[src/rtl/ps2_kbd_rx.sv]
// ps2_kbd_rx -- PS/2 keyboard frame receiver with scan-code FIFO.
//
// Samples the raw PS/2 clock/data pins in the system clock domain, assembles
// 11-bit frames (start, 8 data LSB first, odd parity, stop), checks framing
// and parity, and queues valid scan codes in a FIFO for the lookup stage.
//
// Optional feature macro: PS2_KBD_TIMEOUT_EN
//   defined   : a mid-frame idle watchdog aborts stalled frames after
//               TIMEOUT_CYC clk cycles and pulses frame_err.
//   undefined : no watchdog; a stalled frame simply resumes on later edges.
//
// Ports:
//   clk        system clock, rising edge
//   rst        synchronous active-high reset
//   ps2_clk    raw PS/2 clock (asynchronous)
//   ps2_data   raw PS/2 data (asynchronous)
//   rd_en      pop request; ignored while the FIFO is empty
//   data[7:0]  scan code at the FIFO head (meaningful while ready=1)
//   ready      FIFO non-empty
//   overflow   sticky: a valid frame was dropped on a full FIFO
//   frame_err  one-cycle pulse: bad frame, or frame aborted by timeout

module ps2_kbd_rx #(
    parameter int FIFO_DEPTH  = 8,
    parameter int TIMEOUT_CYC = 50000
) (
    input  logic       clk,
    input  logic       rst,
    input  logic       ps2_clk,
    input  logic       ps2_data,
    input  logic       rd_en,
    output logic [7:0] data,
    output logic       ready,
    output logic       overflow,
    output logic       frame_err
);

    localparam int AW = $clog2(FIFO_DEPTH);
    localparam int PW = AW + 1;

    // Input conditioning: both pins are synchronized; ps2_clk also keeps a
    // history bit for falling-edge detection.
    logic clk_sync1_q, clk_sync2_q, clk_hist_q;
    logic dat_sync1_q, dat_sync2_q;

    // Receiver: cnt_q is the bit index of the next bit; 0 means idle.
    logic [3:0]  cnt_q, cnt_d;
    logic [9:0]  frame_q, frame_d;   // bits 0..9; bit 10 is used as sampled

    // FIFO: one extra pointer bit separates full from empty.
    logic [PW-1:0] wr_ptr_q, wr_ptr_d;
    logic [PW-1:0] rd_ptr_q, rd_ptr_d;
    logic [7:0]    mem_q [FIFO_DEPTH];
    logic [7:0]    mem_d [FIFO_DEPTH];

    logic overflow_q, overflow_d;
    logic frame_err_q, frame_err_d;

    logic fall, frame_end, frame_ok, timeout;
    logic fifo_empty, fifo_full, pop, push_try, push, drop;

`ifdef PS2_KBD_TIMEOUT_EN
    localparam int TW = (TIMEOUT_CYC > 2) ? $clog2(TIMEOUT_CYC) : 1;
    localparam logic [TW-1:0] TO_LAST = TW'(TIMEOUT_CYC - 1);
    logic [TW-1:0] to_q, to_d;

    always_comb begin
        to_d = to_q;
        if (fall || cnt_q == 4'd0)
            to_d = '0;
        else if (to_q != TO_LAST)
            to_d = to_q + 1'b1;
        // A real edge in the same cycle keeps the frame alive.
        timeout = (cnt_q != 4'd0) && (to_q == TO_LAST) && !fall;
    end

    always_ff @(posedge clk) begin
        if (rst) to_q <= '0;
        else     to_q <= to_d;
    end
`else
    // The timeout length has no effect in this build.
    logic [31:0] unused_timeout_cyc;
    assign unused_timeout_cyc = 32'(TIMEOUT_CYC);
    assign timeout = 1'b0;
`endif

    always_comb begin
        // NOTE: every comb output gets a default first so no path leaves it
        // unassigned -- otherwise synthesis infers a latch.
        cnt_d       = cnt_q;
        frame_d     = frame_q;
        wr_ptr_d    = wr_ptr_q;
        rd_ptr_d    = rd_ptr_q;
        mem_d       = mem_q;
        overflow_d  = overflow_q;

        fall      = clk_hist_q & ~clk_sync2_q;
        frame_end = fall && (cnt_q == 4'd10);
        // start=0, stop (the bit being sampled now)=1, data^parity odd.
        frame_ok  = ~frame_q[0] & dat_sync2_q & (^frame_q[9:1]);

        fifo_empty = (wr_ptr_q == rd_ptr_q);
        fifo_full  = (wr_ptr_q[PW-1] != rd_ptr_q[PW-1]) &&
                     (wr_ptr_q[AW-1:0] == rd_ptr_q[AW-1:0]);

        pop      = rd_en & ~fifo_empty;
        push_try = frame_end & frame_ok;
        // A pop in the write cycle frees the slot, so a full FIFO still
        // accepts the push.
        push     = push_try & (~fifo_full | pop);
        drop     = push_try & fifo_full & ~pop;

        if (timeout) begin
            cnt_d = 4'd0;
        end else if (fall) begin
            if (cnt_q == 4'd10) begin
                cnt_d = 4'd0;
            end else begin
                frame_d[cnt_q] = dat_sync2_q;
                cnt_d          = cnt_q + 4'd1;
            end
        end

        if (push) begin
            mem_d[wr_ptr_q[AW-1:0]] = frame_q[8:1];
            wr_ptr_d = wr_ptr_q + PW'(1);
        end
        if (pop)
            rd_ptr_d = rd_ptr_q + PW'(1);

        // Set has priority over the pop-driven clear.
        if (drop)
            overflow_d = 1'b1;
        else if (pop)
            overflow_d = 1'b0;

        frame_err_d = (frame_end & ~frame_ok) | timeout;
    end

    always_ff @(posedge clk) begin
        // NOTE: sequential state uses non-blocking assignments so every flop
        // samples its pre-edge inputs regardless of statement order.
        if (rst) begin
            clk_sync1_q <= 1'b1;
            clk_sync2_q <= 1'b1;
            clk_hist_q  <= 1'b1;
            dat_sync1_q <= 1'b1;
            dat_sync2_q <= 1'b1;
            cnt_q       <= 4'd0;
            frame_q     <= '0;
            wr_ptr_q    <= '0;
            rd_ptr_q    <= '0;
            // NOTE: the storage array is cleared on reset because the head
            // entry drives data directly and must read 0x00 after reset;
            // this costs a reset on every storage bit.
            for (int i = 0; i < FIFO_DEPTH; i++)
                mem_q[i] <= 8'h00;
            overflow_q  <= 1'b0;
            frame_err_q <= 1'b0;
        end else begin
            clk_sync1_q <= ps2_clk;
            clk_sync2_q <= clk_sync1_q;
            clk_hist_q  <= clk_sync2_q;
            dat_sync1_q <= ps2_data;
            dat_sync2_q <= dat_sync1_q;
            cnt_q       <= cnt_d;
            frame_q     <= frame_d;
            wr_ptr_q    <= wr_ptr_d;
            rd_ptr_q    <= rd_ptr_d;
            mem_q       <= mem_d;
            overflow_q  <= overflow_d;
            frame_err_q <= frame_err_d;
        end
    end

    assign data      = mem_q[rd_ptr_q[AW-1:0]];
    assign ready     = ~fifo_empty;
    assign overflow  = overflow_q;
    assign frame_err = frame_err_q;

endmodule

[config.mk]
export PLATFORM = sky130hd
export DESIGN_NAME = ps2_kbd_rx
export DESIGN_NICKNAME = d
export VERILOG_FILES = /design/src/rtl/ps2_kbd_rx.sv
export SDC_FILE = /design/constraint.sdc
export NUM_CORES = 1
export LEC_CHECK = 0
export BUFFER_PORTS_ARGS = -buffer_cell sky130_fd_sc_hd__buf_2
export CAP_MARGIN = 5
export CORE_MARGIN = 1.5
export CORE_UTILIZATION = 41
export DETAILED_ROUTE_END_ITERATION = 6
export PLACE_DENSITY = 0.6
export SLEW_MARGIN = 20
export SYNTH_ARGS = -nofsm -noshare
export SYNTH_HDL_FRONTEND = slang
export SYNTH_SLANG_ARGS = --single-unit
[constraint.sdc]
create_clock -name clk -period 2.1 [get_ports clk]
set_input_delay 0.42 -clock clk [delete_from_list [all_inputs] [get_ports clk]]
set_output_delay 0.42 -clock clk [all_outputs]
set_load 0.05 [all_outputs]
==> impl_results.md, run 1 <==
* Status: finished, violations left
* Failing checks: setup timing
* Fin nets at 457
* Root buf cell: clkbuf_8
* DRT iter0 DRCs at 171
* Via count at 3001
* CTS buffer count at 9
* Setup WS post-layout at -0.245 ns
* Netlist cell types at 41
* Synth Warn # at 0
* Vias per Instance at 5.09
* Cells on Worst Hold Path at 2
* Die H at 107 um
* TritonRoute pass-1 iters at 4
* GRT overflow at 0
* Initial antenna violation count at 0
* Mean Syn Cell Area at 10.8 sq um
* Register-to-Register Path Depth at 7
* Residual DRC at 0
* Worst setup EP type: output pin
* Power per Cell Area at 557 mW/mm^2
* Clk slew on worst S/H paths at 0.09 ns
* Detailed-route wire length at 9.53 mm
* Critical path arrival at 1.92 ns
* Leak Pwr at 2.47 nW
* Critical R2R Capture: mem_q[42]
* Post-synth top flop: dfxtp_1
* Slew Viols, Final at 0
* Pin count of the biggest net entering global routing at 35
* Ant. Diodes at 0
* Fillcell total at 967
* Max-Cap Viols at 0
* Highest clock rate at 0.426 GHz
* R2r setup slk at 0.09 ns
* WL/cell at 16.1 um
* Detailed Place HPWL at 6.25 mm
* Max layer used: met4
* Share of flip-flops with an asynchronous set or reset at 0
* Peak supply drop at 0.286 mV
* Final setup viols at 8
* Core area at 0.0105 sq mm
* Vias in the first global route at 2978
* Hold Path End: clk_sync1_q
* Hold path startpoint: ps2_clk
* Final Hold Vio Count at 0
* Input/output buffers at 15
* Worst hold path type: in -> reg
* Clock buffer depth at 2
* WP data required at 1.68 ns
* Starting Density at 0.426
* DP Worst Slack at 0.00458 ns
* Post-synth EDFFs at 0
* Period utilization at 1.12
* Sequential area share after synthesis at 0.417
* Antenna-violating nets left at 0
* WS Path Type: reg -> out
* Skew-Pair Late Insertion Delay at 0.36 ns
* FP Rows at 37
* Die width at 107 um
* Synth Net Count at 420
* Slew @ Worst Pin at 0.558 ns
* Share of post-route cells with drive strength above 1 at 0.275
* Area Growth Syn to Fin at 20.6%
* Post-route clock skew at 0.0162 ns
* Peak fanout along the critical path at 8
* Met1 wire length at 4.70 mm
* IO Pins at 16
* H-tree depth at 3
* DR WL met3 at 224 um
* Slew HR at 0.627
* Worst r2r src: frame_q[4]
* Synth Instances at 413
* Placed cells at 567
* Synthesized area at 0.00446 sq mm
* Fin cells at 590
* Die area at 0.0115 sq mm
* Total clock sinks at 93
* Count of state elements after synthesis at 93
* Setup crit start kind: register
* Overall routing resource usage at 0.176
* Met2 wire len at 4.50 mm
* Gpl congestion at 0.775
* CTS tree: built
* First-pass GRT wire length at 15.4 mm
* RSZ-0062 raised after global routing: true
* Hold_buf cts at 0
* Fin crit period at 2.34 ns
[cell families after synthesis]
group | after synthesis | share of synthesized area
compound gates | 17 | 0.0252
xor+xnor | 16 | 0.0407
fa+ha+maj | 2 | 0.00561
buf+inv | 33 | 0.0317
flops | 93 | 0.417
mux | 101 | 0.275
simple gates | 151 | 0.204
[through the flow]
stage | hold WS (ns) | area [sq um] | setup TNS, ns | total power (W) | utilization
after detailed placement | 0.396 | 4930 | 0 | 0.00191 | 0.471
after global routing | 0.246 | 5380 | -2.19 | 0.00311 | 0.514
after global placement | 0.401 | 4930 | 0 | 0.00191 | 0.471
final | 0.258 | 5380 | -1.66 | 0.00299 | 0.514
after floorplan | 0.389 | 4460 | 0 | 0.00188 | -
after CTS | 0.245 | 5230 | -1.82 | 0.00303 | 0.500
[synthesized netlist by cell type, types with 3 or more instances]
master / n / area [sq um]
a21oi_1: 5 / 25.0
buf_1: 8 / 30.0
buf_2: 4 / 20.0
clkbuf_1: 17 / 63.8
dfxtp_1: 93 / 1860
mux2_2: 9 / 101
mux2i_1: 75 / 751
mux4_2: 16 / 360
nand2_1: 10 / 37.5
nand2b_1: 74 / 463
nand3_1: 9 / 45.0
nand4_2: 7 / 87.6
nor2_1: 23 / 86.3
nor2b_1: 7 / 43.8
nor3_1: 3 / 15.0
nor3b_1: 4 / 30.0
or2_2: 5 / 31.3
xnor2_1: 5 / 43.8
xor2_1: 8 / 70.1
[layer usage]
| layer | up-vias | global-route usage |
|---|---|---|
| met4 | 0 | 0.0600 |
| met3 | 11 | 0.0351 |
| met1 | 1463 | 0.232 |
| met2 | 29 | 0.286 |
| met5 | - | 0 |
| li1 | 1498 | - |
[placed cells by master (no fill, tap or decap), types with 2 or more instances in the layout]
cell type  instances
a211oi_1           2
xnor2_2            4
mux4_2            16
nand2b_1          74
mux2i_1           75
or2_2              5
nor3b_1            4
inv_6              2
xor2_2             2
xnor2_1            3
dfxtp_2            3
dfxtp_1           89
buf_12             9
or4_1              2
nor2b_1            7
nand3_1            9
buf_6              4
ha_1               2
nor3_1             3
buf_8              5
nand4_2            6
o21ai_0            2
mux2_4             9
xor2_1             6
nand2_1           10
a21oi_1            4
and3b_1            2
nand4_1            2
nor2_1            23
clkbuf_8          11
o31ai_1            2
buf_4             32
buf_2              6
a22oi_1            2
a21o_1             2
[flip-flops by register name (all words and copies together) (netlist names)]
| register | count |
|---|---|
| overflow | 1 |
| mem_q | 64 |
| rd_ptr_q | 4 |
| dat_sync2_q | 1 |
| dat_sync1_q | 1 |
| cnt_q | 4 |
| frame_err | 1 |
| frame_q | 10 |
| clk_sync2_q | 1 |
| wr_ptr_q | 4 |
| clk_sync1_q | 1 |
| clk_hist_q | 1 |
[layout make-up]
type / count / area [sq um] / share of cell area
clock buffer: 11 / 151 / 0.0282
tap: 136 / 170 / 0.0316
sequential: 93 / 1870 / 0.348
multi-input combinational: 288 / 2550 / 0.475
clock inverter: 4 / 31.3 / 0.00582
inverter: 1 / 3.75 / 0.000698
timing repair buffer: 57 / 598 / 0.111
[what timing repair did]
item                                    4_1_cts  5_1_grt
hold endpoints to repair                      0        0
endpoints found under the setup margin       22       76
gates resized for setup                      27       17
cloned                                        1        1
pin swaps                                     4        6
setup buffers                                 0        6
[worst max path at each step]
stage	slack (ns)	startpoint	to	cells past startpoint
floorplan	0.03	frame_q[5]	wr_ptr_q[3]	6
global placement	0.03	rd_ptr_q[0]	mem_q[26]	8
detailed placement	0.005	rd_ptr_q[0]	mem_q[25]	8
CTS	-0.26	rd_ptr_q[0]	data[6]	4
global route	-0.30	rd_ptr_q[0]	data[6]	4
finish	-0.24	rd_ptr_q[0]	data[6]	4
[report_power, final]
| part | internal, W | total [W] | switching [W] |
|---|---|---|---|
| clock network | 0.000498 | 0.00113 | 0.000630 |
| logic | 0.0000442 | 0.0000966 | 0.0000523 |
| registers | 0.00177 | 0.00177 | 0.00000290 |
| total | 0.00231 | 0.00299 | 0.000686 |
[worst max-delay path: stages (launching register included)]
cell and delay [ns]:
dfxtp_4 0.42, buf_12 0.16, mux4_2 0.54, mux2_4 0.30, buf_6 0.15
Note: power is estimated with default switching activity, not from simulation.
==> run 2: changes to the inputs <==
--- a/config.mk
+++ b/config.mk
@@ -7,10 +7,12 @@
 export LEC_CHECK = 0
 export BUFFER_PORTS_ARGS = -buffer_cell sky130_fd_sc_hd__buf_2
 export CAP_MARGIN = 5
+export CELL_PAD_IN_SITES_DETAIL_PLACEMENT = 2
+export CELL_PAD_IN_SITES_GLOBAL_PLACEMENT = 2
 export CORE_MARGIN = 1.5
-export CORE_UTILIZATION = 41
+export CORE_UTILIZATION = 37
 export DETAILED_ROUTE_END_ITERATION = 6
-export PLACE_DENSITY = 0.6
+export PLACE_DENSITY = 0.76
 export SLEW_MARGIN = 20
 export SYNTH_ARGS = -nofsm -noshare
 export SYNTH_HDL_FRONTEND = slang
==> run 2 against run 1 <==
Net effect:
- the flow still finishes with violations (setup timing)
- cell count grew 1.0%
- total power grew 18%
- routed wire length grew 35%
- hold slack lost 0.0093 ns
- setup slack gained 0.0092 ns
- critical path type unchanged
- largest cell class unchanged
==> impl_results.md, run 2 (synthesis gave the netlist of run 1 again) <==
* Die area at 0.0127 sq mm (was 0.0115 sq mm)
* Worst path max stage delay at 0.51 ns (was 0.54 ns)
* Critical path arrival at 1.92 ns (about the same)
* Ant. Diodes at 0 (unchanged)
* Antenna-violating nets left at 0 (unchanged)
* Peak supply drop at 0.592 mV (was 0.286 mV)
* Failing checks: setup timing (unchanged)
* Detailed Place HPWL at 7.84 mm (was 6.25 mm)
* Slew @ Worst Pin at 0.739 ns (was 0.558 ns)
* Peak fanout along the critical path at 8 (unchanged)
* DRT iter0 DRCs at 115 (was 171)
* Vias in the first global route at 3594 (was 2978)
* Status: finished, violations left (unchanged)
* WL/cell at 21.6 um (was 16.1 um)
* Detailed-route wire length at 12.9 mm (was 9.53 mm)
* CP cell instances: buf_16, mux4_2, mux2_2, buf_6 (was buf_12, mux4_2, mux2_4, buf_6)
* DP Worst Slack at -0.0741 ns (was 0.00458 ns)
* Biggest registers after layout: mem_q x64, frame_q x10 (unchanged)
* CTS buffer count at 9 (unchanged)
* Commonest cells after routing, fill and taps aside: dfxtp_1 (88), nand2b_1 (74), mux2i_1 (74) (was dfxtp_1 (89), mux2i_1 (75), nand2b_1 (74))
* Via count at 3193 (was 3001)
* WP data required at 1.68 ns (about the same)
* Clock buffer depth at 2 (unchanged)
* IO Pins at 16 (unchanged)
* Max-Cap Viols at 0 (unchanged)
* Max FFs per register at 64 (unchanged)
* Slowest cell on the critical path: mux4_2 (unchanged)
* Sum of negative setup slack at -1.68 ns (was -1.66 ns)
* Setup crit start kind: register (unchanged)
* Residual DRC at 0 (unchanged)
* Sequential share of power at 0.500 (was 0.591)
* Setup WS post-layout at -0.236 ns (was -0.245 ns)
* Leak Pwr at 2.51 nW (was 2.47 nW)
* Overall routing resource usage at 0.206 (was 0.176)
* Clk slew on worst S/H paths at 0.07 ns (was 0.09 ns)
* FP Rows at 39 (was 37)
* WP buf/inv at 2 (unchanged)
* Post-layout util at 0.475 (was 0.514)
* WS Path Type: reg -> out (unchanged)
* Power per Cell Area at 644 mW/mm^2 (was 557 mW/mm^2)
* Area Growth Syn to Fin at 23.3% (was 20.6%)
* Skew-Pair Late Insertion Delay at 0.35 ns (was 0.36 ns)
* Die H at 113 um (was 107 um)
* H-tree depth at 3 (unchanged)
* Most common cell after layout, fill and taps aside: dfxtp_1 (unchanged)
* Final setup viols at 9 (was 8)
* Core area at 0.0116 sq mm (was 0.0105 sq mm)
* Clock group share of total power at 0.471 (was 0.377)
* Share of post-route cells with drive strength above 1 at 0.285 (was 0.275)
* Worst setup EP type: output pin (unchanged)
* GRT overflow at 0 (unchanged)
* Worst hold path type: in -> reg (unchanged)
* Period utilization at 1.11 (was 1.12)
* Root buf cell: clkbuf_16 (was clkbuf_8)
* Final Hold Vio Count at 0 (unchanged)
* Fin nets at 456 (was 457)
* Power share of the combinational group at 0.029 (was 0.032)
* TritonRoute pass-1 iters at 4 (unchanged)
* Input/output buffers at 15 (unchanged)
* Post-route clock skew at 0.00896 ns (was 0.0162 ns)
* Initial antenna violation count at 0 (unchanged)
* P_sw at 0.000776 W (was 0.000686 W)
* Die width at 113 um (was 107 um)
* CTS tree: built (unchanged)
* First-pass GRT wire length at 19.8 mm (was 15.4 mm)
* RSZ-0062 raised after global routing: true (unchanged)
* Slew Viols, Final at 0 (unchanged)
* Pin count of the biggest net entering global routing at 39 (was 35)
* Biggest register: mem_q (unchanged)
* Slew HR at 0.506 (was 0.627)
* Gpl congestion at 0.753 (was 0.775)
* Starting Density at 0.386 (was 0.426)
* Internal at 0.00277 W (was 0.00231 W)
* Total clock sinks at 93 (unchanged)
* Vias per Instance at 5.36 (was 5.09)
* Sw Ratio at 0.219 (was 0.229)
* Final Instance Area at 0.00550 sq mm (was 0.00538 sq mm)
* Fin crit period at 2.34 ns (about the same)
* Highest clock rate at 0.428 GHz (was 0.426 GHz)
* Placed cell area at 0.00487 sq mm (was 0.00493 sq mm)
* CP delay by family, top: multiplexers (unchanged)
-- run 2: cell types whose count changed in the layout (fill, tap and decap cells not counted), sizes merged --
cell,delta
buf,-1
bufinv,+1
clkinvlp,+1
inv,-1
xnor2,-1
-- run 2: worst paths after layout --
check	start	cells after the start	end	slack, ns
min reg2reg	dat_sync1_q	1	dat_sync2_q	0.41
min	ps2_clk	2	clk_sync1_q	0.25
max	rd_ptr_q[0]	4	data[4]	-0.24
max reg2reg	frame_q[5]	8	mem_q[20]	-0.02
-- run 2: metal layers --
metal | global-route usage | vias up | wire [um]
met1 | 0.239 | 1655 | 5590
li1 | - | 1497 | -
met2 | 0.378 | 28 | 6860
met4 | 0.0591 | 0 | 184
met3 | 0.0493 | 13 | 262
met5 | 0 | - | 0
-- run 2: power groups by stage --
| stage | Sequential, W | Combinational [W] | Clock (W) |
|---|---|---|---|
| 3_5_place_dp | 0.00181 | 0.000100 | 0 |
| 6_report | 0.00177 | 0.000104 | 0.00167 |
| 3_3_place_gp | 0.00181 | 0.0000951 | 0 |
| 2_1_floorplan | 0.00181 | 0.0000684 | 0 |
| 4_1_cts | 0.00177 | 0.000102 | 0.00171 |
| 5_1_grt | 0.00177 | 0.000112 | 0.00178 |
-- run 2: stage by stage --
stage / hold slack, ns / power [W] / cells
after floorplan: 0.389 / 0.00188 / 413
after global placement: 0.399 / 0.00191 / 572
after detailed placement: 0.397 / 0.00191 / 572
after CTS: 0.241 / 0.00358 / 593
after global routing: 0.245 / 0.00367 / 596
final: 0.249 / 0.00354 / 596
-- run 2: timing repair --
item	in CTS	in global routing
buffers inserted	5	2
pin swaps	5	6
cloned	1	1
gates resized for setup	25	28
hold buffers	0	0
setup endpoints to repair	71	19
-- run 2: cell type report --
cell class                 instances  area (sq um)
clock buffer                      10           239
clock inverter                     5          60.1
fill                            1173          6070
inverter                           1          3.75
multi-input combinational        287          2560
sequential                        93          1870
tap                              143           179
timing repair buffer              57           582
==> run 3: changes to the inputs <==
==> constraint.sdc (replaced) <==
create_clock -name clk -period 2.1 [get_ports clk]
set_input_delay 0 -clock clk [delete_from_list [all_inputs] [get_ports clk]]
set_output_delay 0 -clock clk [all_outputs]
set_load 0.05 [all_outputs]
==> run 3 against run 2 <==
Net effect:
- the flow now finishes without violations
- die area did not move
- critical endpoint is now mem_q[17]
- maximum frequency rose by 13%
- highest routed layer unchanged
- global-route usage fell by 0.14 points
==> impl_results.md, run 3 (synthesis gave the netlist of run 1 again) <==
* Status: finished, final reports clean (was finished, violations left)
* Sequential share of power at 0.514 (was 0.500)
* Max-Cap Viols at 0 (unchanged)
* Fin nets at 450 (was 456)
* Commonest cells after routing, fill and taps aside: dfxtp_1 (89), nand2b_1 (74), mux2i_1 (73) (was dfxtp_1 (88), nand2b_1 (74), mux2i_1 (74))
* Biggest registers after layout: mem_q x64, frame_q x10 (unchanged)
* CTS buffer count at 9 (unchanged)
* Most common cell after layout, fill and taps aside: dfxtp_1 (unchanged)
* P_sw at 0.000794 W (was 0.000776 W)
* Sw Ratio at 0.230 (was 0.219)
* Gpl congestion at 0.751 (was 0.753)
* Clock group share of total power at 0.456 (was 0.471)
* Power share of the combinational group at 0.030 (was 0.029)
* Core area at 0.0116 sq mm (unchanged)
* TritonRoute pass-1 iters at 4 (unchanged)
* Worst setup EP type: register (was output pin)
* Post-layout util at 0.459 (was 0.475)
* Ant. Diodes at 0 (unchanged)
* Highest clock rate at 0.484 GHz (was 0.428 GHz)
* Worst hold slack at 0.150 ns (was 0.249 ns)
* Share of post-route cells with drive strength above 1 at 0.259 (was 0.285)
* Biggest register: mem_q (unchanged)
* Input/output buffers at 15 (unchanged)
* GRT overflow at 0 (unchanged)
* Peak fanout along the critical path at 8 (unchanged)
* Hold path startpoint: rd_en (was ps2_clk)
* Skew-Pair Late Insertion Delay at 0.35 ns (about the same)
* Fin cells at 591 (was 596)
* Initial antenna violation count at 0 (unchanged)
* Total clock sinks at 93 (unchanged)
* Peak supply drop at 0.431 mV (was 0.592 mV)
* Critical path arrival at 2.29 ns (was 1.92 ns)
* Slew HR at 0.518 (was 0.506)
* Residual DRC at 0 (unchanged)
* Internal at 0.00265 W (was 0.00277 W)
* Starting Density at 0.386 (unchanged)
* Root buf cell: clkbuf_16 (unchanged)
* Period utilization at 0.983 (was 1.11)
* Die area at 0.0127 sq mm (unchanged)
* Slowest cell on the critical path: xnor3_2 (was mux4_2)
* Detailed-route wire length at 12.1 mm (was 12.9 mm)
* First-pass GRT wire length at 19.8 mm (unchanged)
* Area Growth Syn to Fin at 18.9% (was 23.3%)
* Fin crit period at 2.07 ns (was 2.34 ns)
* Placed cells at 570 (was 572)
* DP Worst Slack at -0.0257 ns (was -0.0741 ns)
* IO Pins at 16 (unchanged)
* Worst hold path type: in -> reg (unchanged)
* Slew Viols, Final at 0 (unchanged)
* Final Hold Vio Count at 0 (unchanged)
* Via count at 3153 (was 3193)
* CP cell instances: xnor2_2, xnor3_2, buf_6, xnor2_4, buf_12, nand4_4, buf_8, mux2i_2 (was buf_16, mux4_2, mux2_2, buf_6)
* Antenna-violating nets left at 0 (unchanged)
* Worst setup path startpoint: frame_q[5] (was rd_ptr_q[0])
* Power per Cell Area at 650 mW/mm^2 (was 644 mW/mm^2)
* Worst path max stage delay at 0.46 ns (was 0.51 ns)
* Clk slew on worst S/H paths at 0.07 ns (about the same)
* Slew @ Worst Pin at 0.723 ns (was 0.739 ns)
* Pin count of the biggest net entering global routing at 43 (was 39)
* Clock buffer depth at 2 (unchanged)
* Vias in the first global route at 3583 (was 3594)
* Setup crit start kind: register (unchanged)
* WS Path Type: reg -> reg (was reg -> out)
* Worst r2r src: frame_q[5] (unchanged)
* Detailed Place HPWL at 7.79 mm (was 7.84 mm)
* CTS tree: built (unchanged)
* Vias per Instance at 5.34 (was 5.36)
* Die width at 113 um (unchanged)
* H-tree depth at 3 (unchanged)
* WP data required at 2.32 ns (was 1.68 ns)
* Setup WS post-layout at 0.0348 ns (was -0.236 ns)
* Leak Pwr at 2.40 nW (was 2.51 nW)
* DRT iter0 DRCs at 113 (was 115)
* RSZ-0062 raised after global routing: true (unchanged)
* Post-route clock skew at 0.0101 ns (was 0.00896 ns)
* Final setup viols at 0 (was 9)
* Overall routing resource usage at 0.205 (was 0.206)
* WL/cell at 20.5 um (was 21.6 um)
* Die H at 113 um (unchanged)
* FP Rows at 39 (unchanged)
* Max FFs per register at 64 (unchanged)
run 3: area by class of cell:
cell class | instances | area (sq um)
Clock inverter | 5 | 35.0
Fill cell | 1172 | 6260
Timing Repair Buffer | 51 | 454
Inverter | 1 | 3.75
Clock buffer | 11 | 243
Tap cell | 143 | 179
Sequential cell | 93 | 1870
Multi-Input combinational cell | 287 | 2520
run 3: worst paths after layout:
| check | slack, ns | cells after the start | end |
|---|---|---|---|
| worst max-delay path | 0.03 | 8 | mem_q[17] |
| worst min-delay path | 0.15 | 5 | rd_ptr_q[0] |
| worst max register to register | 0.03 | 8 | mem_q[17] |
| worst min register to register | 0.41 | 1 | clk_sync2_q |
run 3: timing repair:
item,in CTS,in global routing
setup endpoints to repair,38,61
pin swaps,2,4
setup buffers,3,0
cloned,0,0
hold endpoints to repair,2,0
hold buffers,2,0
gates resized for setup,5,22
run 3: worst max-delay path, delay by kind of cell (launching register included):
family | cells | cell delay [ns]
XOR/XNOR | 3 | 0.85
multiplexers | 1 | 0.16
flip-flops | 1 | 0.33
AND/OR/NAND/NOR | 1 | 0.10
buffers and inverters | 3 | 0.48
run 3: metrics by stage:
stage | instance area (sq um) | TNS [ns] | power, W
after global routing | 5300 | -0.190 | 0.00357
after floorplan | 4460 | 0 | 0.00188
after global placement | 4850 | 0 | 0.00190
after CTS | 5200 | 0 | 0.00349
final | 5300 | 0 | 0.00345
after detailed placement | 4850 | -0.170 | 0.00191
run 3: power groups by stage:
stage	Sequential (W)	Combinational [W]	Clock (W)
2_1_floorplan	0.00181	0.0000684	0
3_3_place_gp	0.00181	0.0000916	0
3_5_place_dp	0.00181	0.0000950	0
4_1_cts	0.00177	0.000101	0.00162
5_1_grt	0.00177	0.000112	0.00168
6_report	0.00177	0.000103	0.00157
run 3: per-layer routing:
layer | share of wire | track usage
met1 | 0.46 | 0.259
met2 | 0.51 | 0.358
met3 | 0.021 | 0.0289
met4 | 0.015 | 0.0734
met5 | 0 | 0
